==> src/rtl/stopwatch_ctrl.sv <==
// Stopwatch run/stop/lap controller.
// Conditions the button and divider inputs, derives the centisecond tick from
// the 200 Hz divider square wave, sequences the MM:SS.cc BCD counter chain
// through an IDLE/RUN/LAP/PAUSE state machine, and freezes the display while
// a lap time is being shown.
module stopwatch_ctrl #(
  parameter int TICK_DIV = 2,
  parameter int MAX_MIN  = 59
) (
  input  logic        clk,
  input  logic        rst,
  input  logic        clk_frq,
  input  logic        btn_ss,
  input  logic        btn_lap,
  input  logic        btn_clr,
  output logic        div_rst,
  output logic [23:0] disp_bcd,
  output logic        running,
  output logic        lap_active,
  output logic        wrapped
);

  // Prescaler terminal count and the minute value at which the chain wraps.
  localparam logic [7:0] PRESC_LAST = 8'(TICK_DIV - 1);
  localparam logic [3:0] MAX_MIN_T  = 4'(MAX_MIN / 10);
  localparam logic [3:0] MAX_MIN_O  = 4'(MAX_MIN % 10);

  // Bit positions of the conditioned inputs inside the synchroniser vectors.
  localparam int IN_SS  = 0;
  localparam int IN_LAP = 1;
  localparam int IN_CLR = 2;
  localparam int IN_FRQ = 3;

  typedef enum logic [1:0] {
    S_IDLE  = 2'd0,
    S_RUN   = 2'd1,
    S_LAP   = 2'd2,
    S_PAUSE = 2'd3
  } state_t;

  // Input conditioning: two synchroniser stages plus previous-value register.
  logic [3:0]  sync1_q, sync1_d;
  logic [3:0]  sync2_q, sync2_d;
  logic [3:0]  prev_q,  prev_d;
  logic [3:0]  ev;

  // Control and datapath state.
  state_t      state_q, state_d;
  logic [7:0]  presc_q, presc_d;
  logic [23:0] cnt_q,   cnt_d;
  logic [23:0] lap_q,   lap_d;
  logic        wrapped_q, wrapped_d;
  logic        cs_tick;
  logic [24:0] inc;

  // Registered outputs.
  logic [23:0] disp_q, disp_d;
  logic        div_rst_q, div_rst_d;
  logic        running_q, running_d;
  logic        lap_active_q, lap_active_d;

  // Advance a packed {min_t, min_o, sec_t, sec_o, cs_t, cs_o} BCD time by one
  // centisecond. Bit 24 of the result flags the MAX_MIN:59.99 -> 00:00.00 wrap.
  function automatic logic [24:0] time_inc(input logic [23:0] t);
    logic [23:0] n;
    logic        w;
    n = t;
    w = 1'b0;
    if (t[3:0] != 4'd9) begin
      n[3:0] = t[3:0] + 4'd1;
    end else begin
      n[3:0] = 4'd0;
      if (t[7:4] != 4'd9) begin
        n[7:4] = t[7:4] + 4'd1;
      end else begin
        n[7:4] = 4'd0;
        if (t[11:8] != 4'd9) begin
          n[11:8] = t[11:8] + 4'd1;
        end else begin
          n[11:8] = 4'd0;
          if (t[15:12] != 4'd5) begin
            n[15:12] = t[15:12] + 4'd1;
          end else begin
            n[15:12] = 4'd0;
            if (t[23:16] == {MAX_MIN_T, MAX_MIN_O}) begin
              n[23:16] = 8'd0;
              w        = 1'b1;
            end else if (t[19:16] != 4'd9) begin
              n[19:16] = t[19:16] + 4'd1;
            end else begin
              n[19:16] = 4'd0;
              n[23:20] = t[23:20] + 4'd1;
            end
          end
        end
      end
    end
    return {w, n};
  endfunction

  assign inc = time_inc(cnt_q);

  // Synchronise the asynchronous inputs and turn each rising edge into a one-cycle pulse.
  always_comb begin
    sync1_d = {clk_frq, btn_clr, btn_lap, btn_ss};
    sync2_d = sync1_q;
    prev_d  = sync2_q;
    ev      = sync2_q & ~prev_q;
  end

  // Next-state logic: prescaler, counter chain, lap latch and the button-driven FSM.
  always_comb begin
    state_d   = state_q;
    presc_d   = presc_q;
    cnt_d     = cnt_q;
    lap_d     = lap_q;
    wrapped_d = wrapped_q;
    cs_tick   = 1'b0;

    // The prescaler only advances while counting; it keeps its phase in PAUSE
    // and restarts from zero once the stopwatch is back in IDLE.
    if (state_q == S_IDLE) begin
      presc_d = 8'd0;
    end else if ((state_q == S_RUN || state_q == S_LAP) && ev[IN_FRQ]) begin
      if (presc_q == PRESC_LAST) begin
        presc_d = 8'd0;
        cs_tick = 1'b1;
      end else begin
        presc_d = presc_q + 8'd1;
      end
    end

    // A tick coinciding with a stop press still lands, so the paused value includes it.
    if (cs_tick) begin
      cnt_d = inc[23:0];
      if (inc[24]) begin
        wrapped_d = 1'b1;
      end
    end

    // Button events resolve with clear over start/stop over lap.
    case (state_q)
      S_IDLE: begin
        if (ev[IN_SS]) begin
          state_d = S_RUN;
        end
      end
      S_RUN: begin
        if (ev[IN_SS]) begin
          state_d = S_PAUSE;
        end else if (ev[IN_LAP]) begin
          state_d = S_LAP;
          lap_d   = cnt_d;
        end
      end
      S_LAP: begin
        if (ev[IN_SS]) begin
          state_d = S_PAUSE;
        end else if (ev[IN_LAP]) begin
          state_d = S_RUN;
        end
      end
      S_PAUSE: begin
        if (ev[IN_CLR]) begin
          state_d   = S_IDLE;
          cnt_d     = 24'd0;
          presc_d   = 8'd0;
          wrapped_d = 1'b0;
        end else if (ev[IN_SS]) begin
          state_d = S_RUN;
        end
      end
      default: begin
        state_d = S_IDLE;
      end
    endcase
  end

  // Output decode: status flags follow the next state, the display follows the current source.
  always_comb begin
    div_rst_d    = (state_d == S_IDLE);
    running_d    = (state_d == S_RUN) || (state_d == S_LAP);
    lap_active_d = (state_d == S_LAP);
    disp_d       = (state_q == S_LAP) ? lap_q : cnt_q;
  end

  // All state and output registers; reset puts the divider in reset and clears everything.
  always_ff @(posedge clk or negedge rst) begin
    if (!rst) begin
      sync1_q      <= 4'd0;
      sync2_q      <= 4'd0;
      prev_q       <= 4'd0;
      state_q      <= S_IDLE;
      presc_q      <= 8'd0;
      cnt_q        <= 24'd0;
      lap_q        <= 24'd0;
      wrapped_q    <= 1'b0;
      disp_q       <= 24'd0;
      div_rst_q    <= 1'b1;
      running_q    <= 1'b0;
      lap_active_q <= 1'b0;
    end else begin
      sync1_q      <= sync1_d;
      sync2_q      <= sync2_d;
      prev_q       <= prev_d;
      state_q      <= state_d;
      presc_q      <= presc_d;
      cnt_q        <= cnt_d;
      lap_q        <= lap_d;
      wrapped_q    <= wrapped_d;
      disp_q       <= disp_d;
      div_rst_q    <= div_rst_d;
      running_q    <= running_d;
      lap_active_q <= lap_active_d;
    end
  end

  assign div_rst    = div_rst_q;
  assign disp_bcd   = disp_q;
  assign running    = running_q;
  assign lap_active = lap_active_q;
  assign wrapped    = wrapped_q;

endmodule

==> config.mk <==
export PLATFORM = sky130hd
export DESIGN_NAME = stopwatch_ctrl
export DESIGN_NICKNAME = d
export VERILOG_FILES = /design/src/rtl/stopwatch_ctrl.sv
export SDC_FILE = /design/constraint.sdc
export NUM_CORES = 1
export LEC_CHECK = 0
export ABC_AREA = 1
export CAP_MARGIN = 25
export CORE_MARGIN = 1.5
export CORE_UTILIZATION = 45
export DETAILED_ROUTE_END_ITERATION = 16
export GPL_TIMING_DRIVEN = 1
export MAX_ROUTING_LAYER = met4
export PLACE_DENSITY_LB_ADDON = 0.2
export SYNTH_ARGS = -nofsm -noshare
export SYNTH_HDL_FRONTEND = slang
export SYNTH_SLANG_ARGS = --single-unit
==> constraint.sdc <==
create_clock -name clk -period 5.1 [get_ports clk]
set_input_delay 1.02 -clock clk [delete_from_list [all_inputs] [get_ports clk]]
set_output_delay 1.02 -clock clk [all_outputs]
set_load 0.03 [all_outputs]
==> results <==
- The run finished with clean final reports.
- The per-instance average area after synthesis is 8.48 um^2.
- The last weighted congestion value of the routability-driven placer is 0.842.
- Synthesis inferred 98 register bits.
- At the worst endpoint, the required time is 4.08 ns.
- The region available for standard cell placement spans 9770 um^2.
- The global-route wire length before repair is 15,400 um.
- The element type at the critical path end is a primary output.
- Sorting the synthesized cells by area gives the leading types as sky130_fd_sc_hd__dfrtp_1 (53%), sky130_fd_sc_hd__nand2_1 (13%), sky130_fd_sc_hd__inv_1 (4.6%), sky130_fd_sc_hd__o21ai_0 (4.4%), sky130_fd_sc_hd__nor2_1 (3.9%).
- The share of total power dissipated in the clock network is 30.9%.
- The width of the die is 104 um.
- Summing the areas of all fa, ha and maj instances in the mapped netlist gives 3.30% of the synthesized area.
- The relative slew slack is 41.3%.
- In the final design database the tool counted 589 nets.
- The max-cap violation count is 0.
- The worst path buffer plus inverter count is 1.
- The length of the first detailed-routing pass in iterations is 5.
- The count of nets left with antenna violations once routing finished came out at 0.
- The number of global-route vias before repair came to 3,289.
- Walking the worst path, the cells encountered are clkdlybuf4s50_1.
- The insertion delay of the later-clocked pin in the worst-skew pair is 0.36 ns.
- For the finished layout, the period the worst path requires is 2.57 ns.
- In this design, the largest share of critical-path delay is due to buffers and inverters.
- The power share of the combinational group is 18.6%.
- TritonCTS built the clock tree.
- Of the total power, the share spent switching nets is 28.9%.
- For this block, the initial DRC count from the detailed router was 152.
- The max-slew violation count is 0.
- After Yosys synthesis, and, or, nand and nor cells account for 27.5% of the synthesized area.
- The cell count after synthesis came out at 536.
- The floorplan step defined a die boundary enclosing 10,700 um^2.
- The ratio of routed vias to standard cells is 4.89.
- The synthesized netlist contains 34 unique library cells.
- By instance count, the leading cell after synthesis is sky130_fd_sc_hd__nand2_1.
- Global routing finished with a remaining overflow of 0.
- Summed over all nets, the half-perimeter wirelength after detailed placement is 6150 um.
- Summing the areas of all xor and xnor instances in the mapped netlist gives 0.963% of the synthesized area.
- Measured against the total synthesized area, the mux share comes to 0%.
- The count of vias placed by the detailed router is 3,470.
- The number of failing hold endpoints at the final stage is 0.
- For this run, design rule violations remaining after detail routing come to 0.
- Ranked by instance count, the synthesized netlist is headed by sky130_fd_sc_hd__nand2_1 (162), sky130_fd_sc_hd__dfrtp_1 (97), sky130_fd_sc_hd__inv_1 (56).
- The clock passes through at most 2 buffers.
- In this run the cell area of the synthesized design comes to 4550 um^2.
- Cells fill 53.5% of the core in the end.
- Wires add up to 8960 um.
- The number of antenna violations at the first check in global routing is 0.
- The number of CTS-inserted buffers is 9.
- The all-layer global routing usage is 18.4%.
- The initial cell density of the core is 46.5%.
- Setup repair after global routing left no endpoint under its margin.
- During synthesis, Yosys emitted a total of 0 warnings.
- The switching power of the nets is 0.000499 W.
- The number of enable flip-flop cells after synthesis is 0.
- For this run, the slowest stage of the critical path takes 0.67 ns.
- The share of synthesized area in the top cell type comes to 53.4%.
- 34 I/O pins were placed.
- The final setup TNS is 0 ns.
- Clock-pin slew was measured on the worst setup and hold paths at 0.08 ns.
- The number of port buffers is 33.
- STA classifies the critical path startpoint as a flip-flop.
- The share of power burned in registers is 50.5%.
- The root buffer cell is sky130_fd_sc_hd__clkbuf_8.
- The standard cell area after detailed placement is 5020 um^2.
- The startpoint-to-endpoint class of the critical path is flip-flop to primary output.
- The finished cells cover 5230 um^2.
- The biggest area contributor in the post-synthesis netlist is sky130_fd_sc_hd__dfrtp_1.
- Synthesis produced a netlist with a net count of 554.
- The worst-case IR drop observed on VDD is 165 uV.
- For the final database, setup skew stands at 0.00632 ns.
- The internal portion of the total power is 0.00123 W.
- The area growth from synthesis to layout is 15.1%.
- Before CTS, the worst setup slack after placement is 2.91 ns.
- The total leakage power is 2.59 nW.
- The min-delay analysis places its worst path in the category flip-flop to flip-flop.
- In the final layout, the share of cells above drive strength 1 is 7.29%.
- The final critical-path setup slack is 2.53 ns.
- The number of diodes is 0.
- The number of placement rows is 36.
- The standard cell with the maximum stage delay on the critical path is sky130_fd_sc_hd__clkdlybuf4s50_1.
- For this design the ratio of total power to cell area is 330 nW/um^2.
- Clock tree synthesis found a total of 98 sinks.
- In the synthesized netlist the dominant register cell turns out to be sky130_fd_sc_hd__dfrtp_1.
- The total of endpoints with negative setup slack in the final report is 0.
- The die span in y is 104 um.
- The number of gates resized after CTS was 0.
- In the synthesized netlist the async set-or-reset flop fraction comes to 100%.
- The synthesized netlist devotes 7.87% of its cell area to compound gates.
- Dividing the detail-routed wire length by the instance count gives 12.6 um.
- The layout has 923 filler cells.
- In this run the post-CTS setup repair buffer count came out at 0.
- The worst-path maximum fanout is 1.
- For this design, the CTS-stage hold fixing added 0 buffers.
- Entering global routing, the biggest net connects 57 pins.
- Sequential elements use 54.0% of the synthesized area.
- After layout, the worst path uses 50.4% of the clock period.
- Timing would allow up to 389 MHz.
- For the pin with the worst max-slew slack, the measured transition is 0.879 ns.
- In this run the number of H-tree levels came out at 3.
- At the worst endpoint, the arrival time is 1.55 ns.
- The combinational family with the most area after synthesis is simple AND/OR/NAND/NOR gates.
- Summing internal, switching and leakage power gives 0.00173 W.
[power by group through the flow]
stage,logic [W],clock network (W),registers [W]
2_1_floorplan,0.000174,0,0.000924
3_3_place_gp,0.000320,0,0.000887
3_5_place_dp,0.000325,0,0.000888
4_1_cts,0.000327,0.000550,0.000872
5_1_grt,0.000363,0.000579,0.000879
6_report,0.000322,0.000533,0.000871
[final timing paths]
check / startpoint / endpoint / slack [ns] / cells past startpoint
max: div_rst / div_rst / 2.53 / 1
min: sync1_q[2] / prev_d[2] / 0.35 / 0
max reg2reg: state_q[0] / running / 2.93 / 7
min reg2reg: sync1_q[2] / prev_d[2] / 0.35 / 0
max in group asynchronous: rst / lap_q[3] / 3.39 / 2
min in group asynchronous: rst / presc_q[2] / 0.70 / 1
[cell usage in the layout, fill, tap and decap left out, types with 2 or more instances in the layout]
| master | instances |
|---|---|
| sky130_fd_sc_hd__nor2_8 | 3 |
| sky130_fd_sc_hd__clkbuf_1 | 2 |
| sky130_fd_sc_hd__nor3_1 | 6 |
| sky130_fd_sc_hd__a21oi_1 | 16 |
| sky130_fd_sc_hd__xor2_1 | 5 |
| sky130_fd_sc_hd__nor2_1 | 47 |
| sky130_fd_sc_hd__buf_4 | 4 |
| sky130_fd_sc_hd__nand4_1 | 10 |
| sky130_fd_sc_hd__o21ai_1 | 2 |
| sky130_fd_sc_hd__o21ai_0 | 40 |
| sky130_fd_sc_hd__nor2_2 | 2 |
| sky130_fd_sc_hd__nand2_2 | 4 |
| sky130_fd_sc_hd__nor2_4 | 3 |
| sky130_fd_sc_hd__inv_2 | 5 |
| sky130_fd_sc_hd__nand2_1 | 162 |
| sky130_fd_sc_hd__clkbuf_8 | 13 |
| sky130_fd_sc_hd__a31oi_1 | 4 |
| sky130_fd_sc_hd__inv_4 | 2 |
| sky130_fd_sc_hd__nand3_1 | 34 |
| sky130_fd_sc_hd__nand3b_1 | 2 |
| sky130_fd_sc_hd__inv_1 | 56 |
| sky130_fd_sc_hd__clkdlybuf4s50_1 | 32 |
| sky130_fd_sc_hd__dfrtp_1 | 97 |
| sky130_fd_sc_hd__ha_1 | 12 |
[cell families after synthesis]
family,count (synthesis)
xor gates and xnor gates,5
DFF,98
and+or+nand+nor,278
adders and majority gates,12
AOI/OAI and AO/OA,67
buffers and inverters,76
[sequential cells by signal, indices dropped and copies added (netlist names), 2 cells and up]
name / cells
cnt_q: 24
state_q: 2
presc_q: 8
prev_q: 4
disp_bcd: 24
lap_q: 24
prev_d: 4
sync1_q: 4
[metrics by stage]
| stage | hold WS [ns] | instances |
|---|---|---|
| after floorplan | 0.331 | 536 |
| after global placement | 0.335 | 693 |
| after detailed placement | 0.337 | 693 |
| after CTS | 0.350 | 709 |
| after global routing | 0.369 | 709 |
| final | 0.351 | 709 |
[routing by layer]
layer | GRT usage, % | vias up | part of all wire (%)
met5 | - | - | 0
met4 | 6.15 | 0 | 1.3
li1 | - | 1774 | -
met3 | 3.46 | 12 | 4.9
met1 | 24.2 | 1602 | 48
met2 | 29.0 | 82 | 46
[final cells by class]
type / count / area [um^2] / share of cell area (%)
inverter: 64 / 245 / 4.69
sequential: 98 / 2450 / 46.9
timing repair buffer: 36 / 350 / 6.69
clock inverter: 1 / 30.0 / 0.574
multi-input combinational: 362 / 1800 / 34.4
tap: 133 / 166 / 3.18
clock buffer: 15 / 186 / 3.56
(Power assumes the default switching activity.)
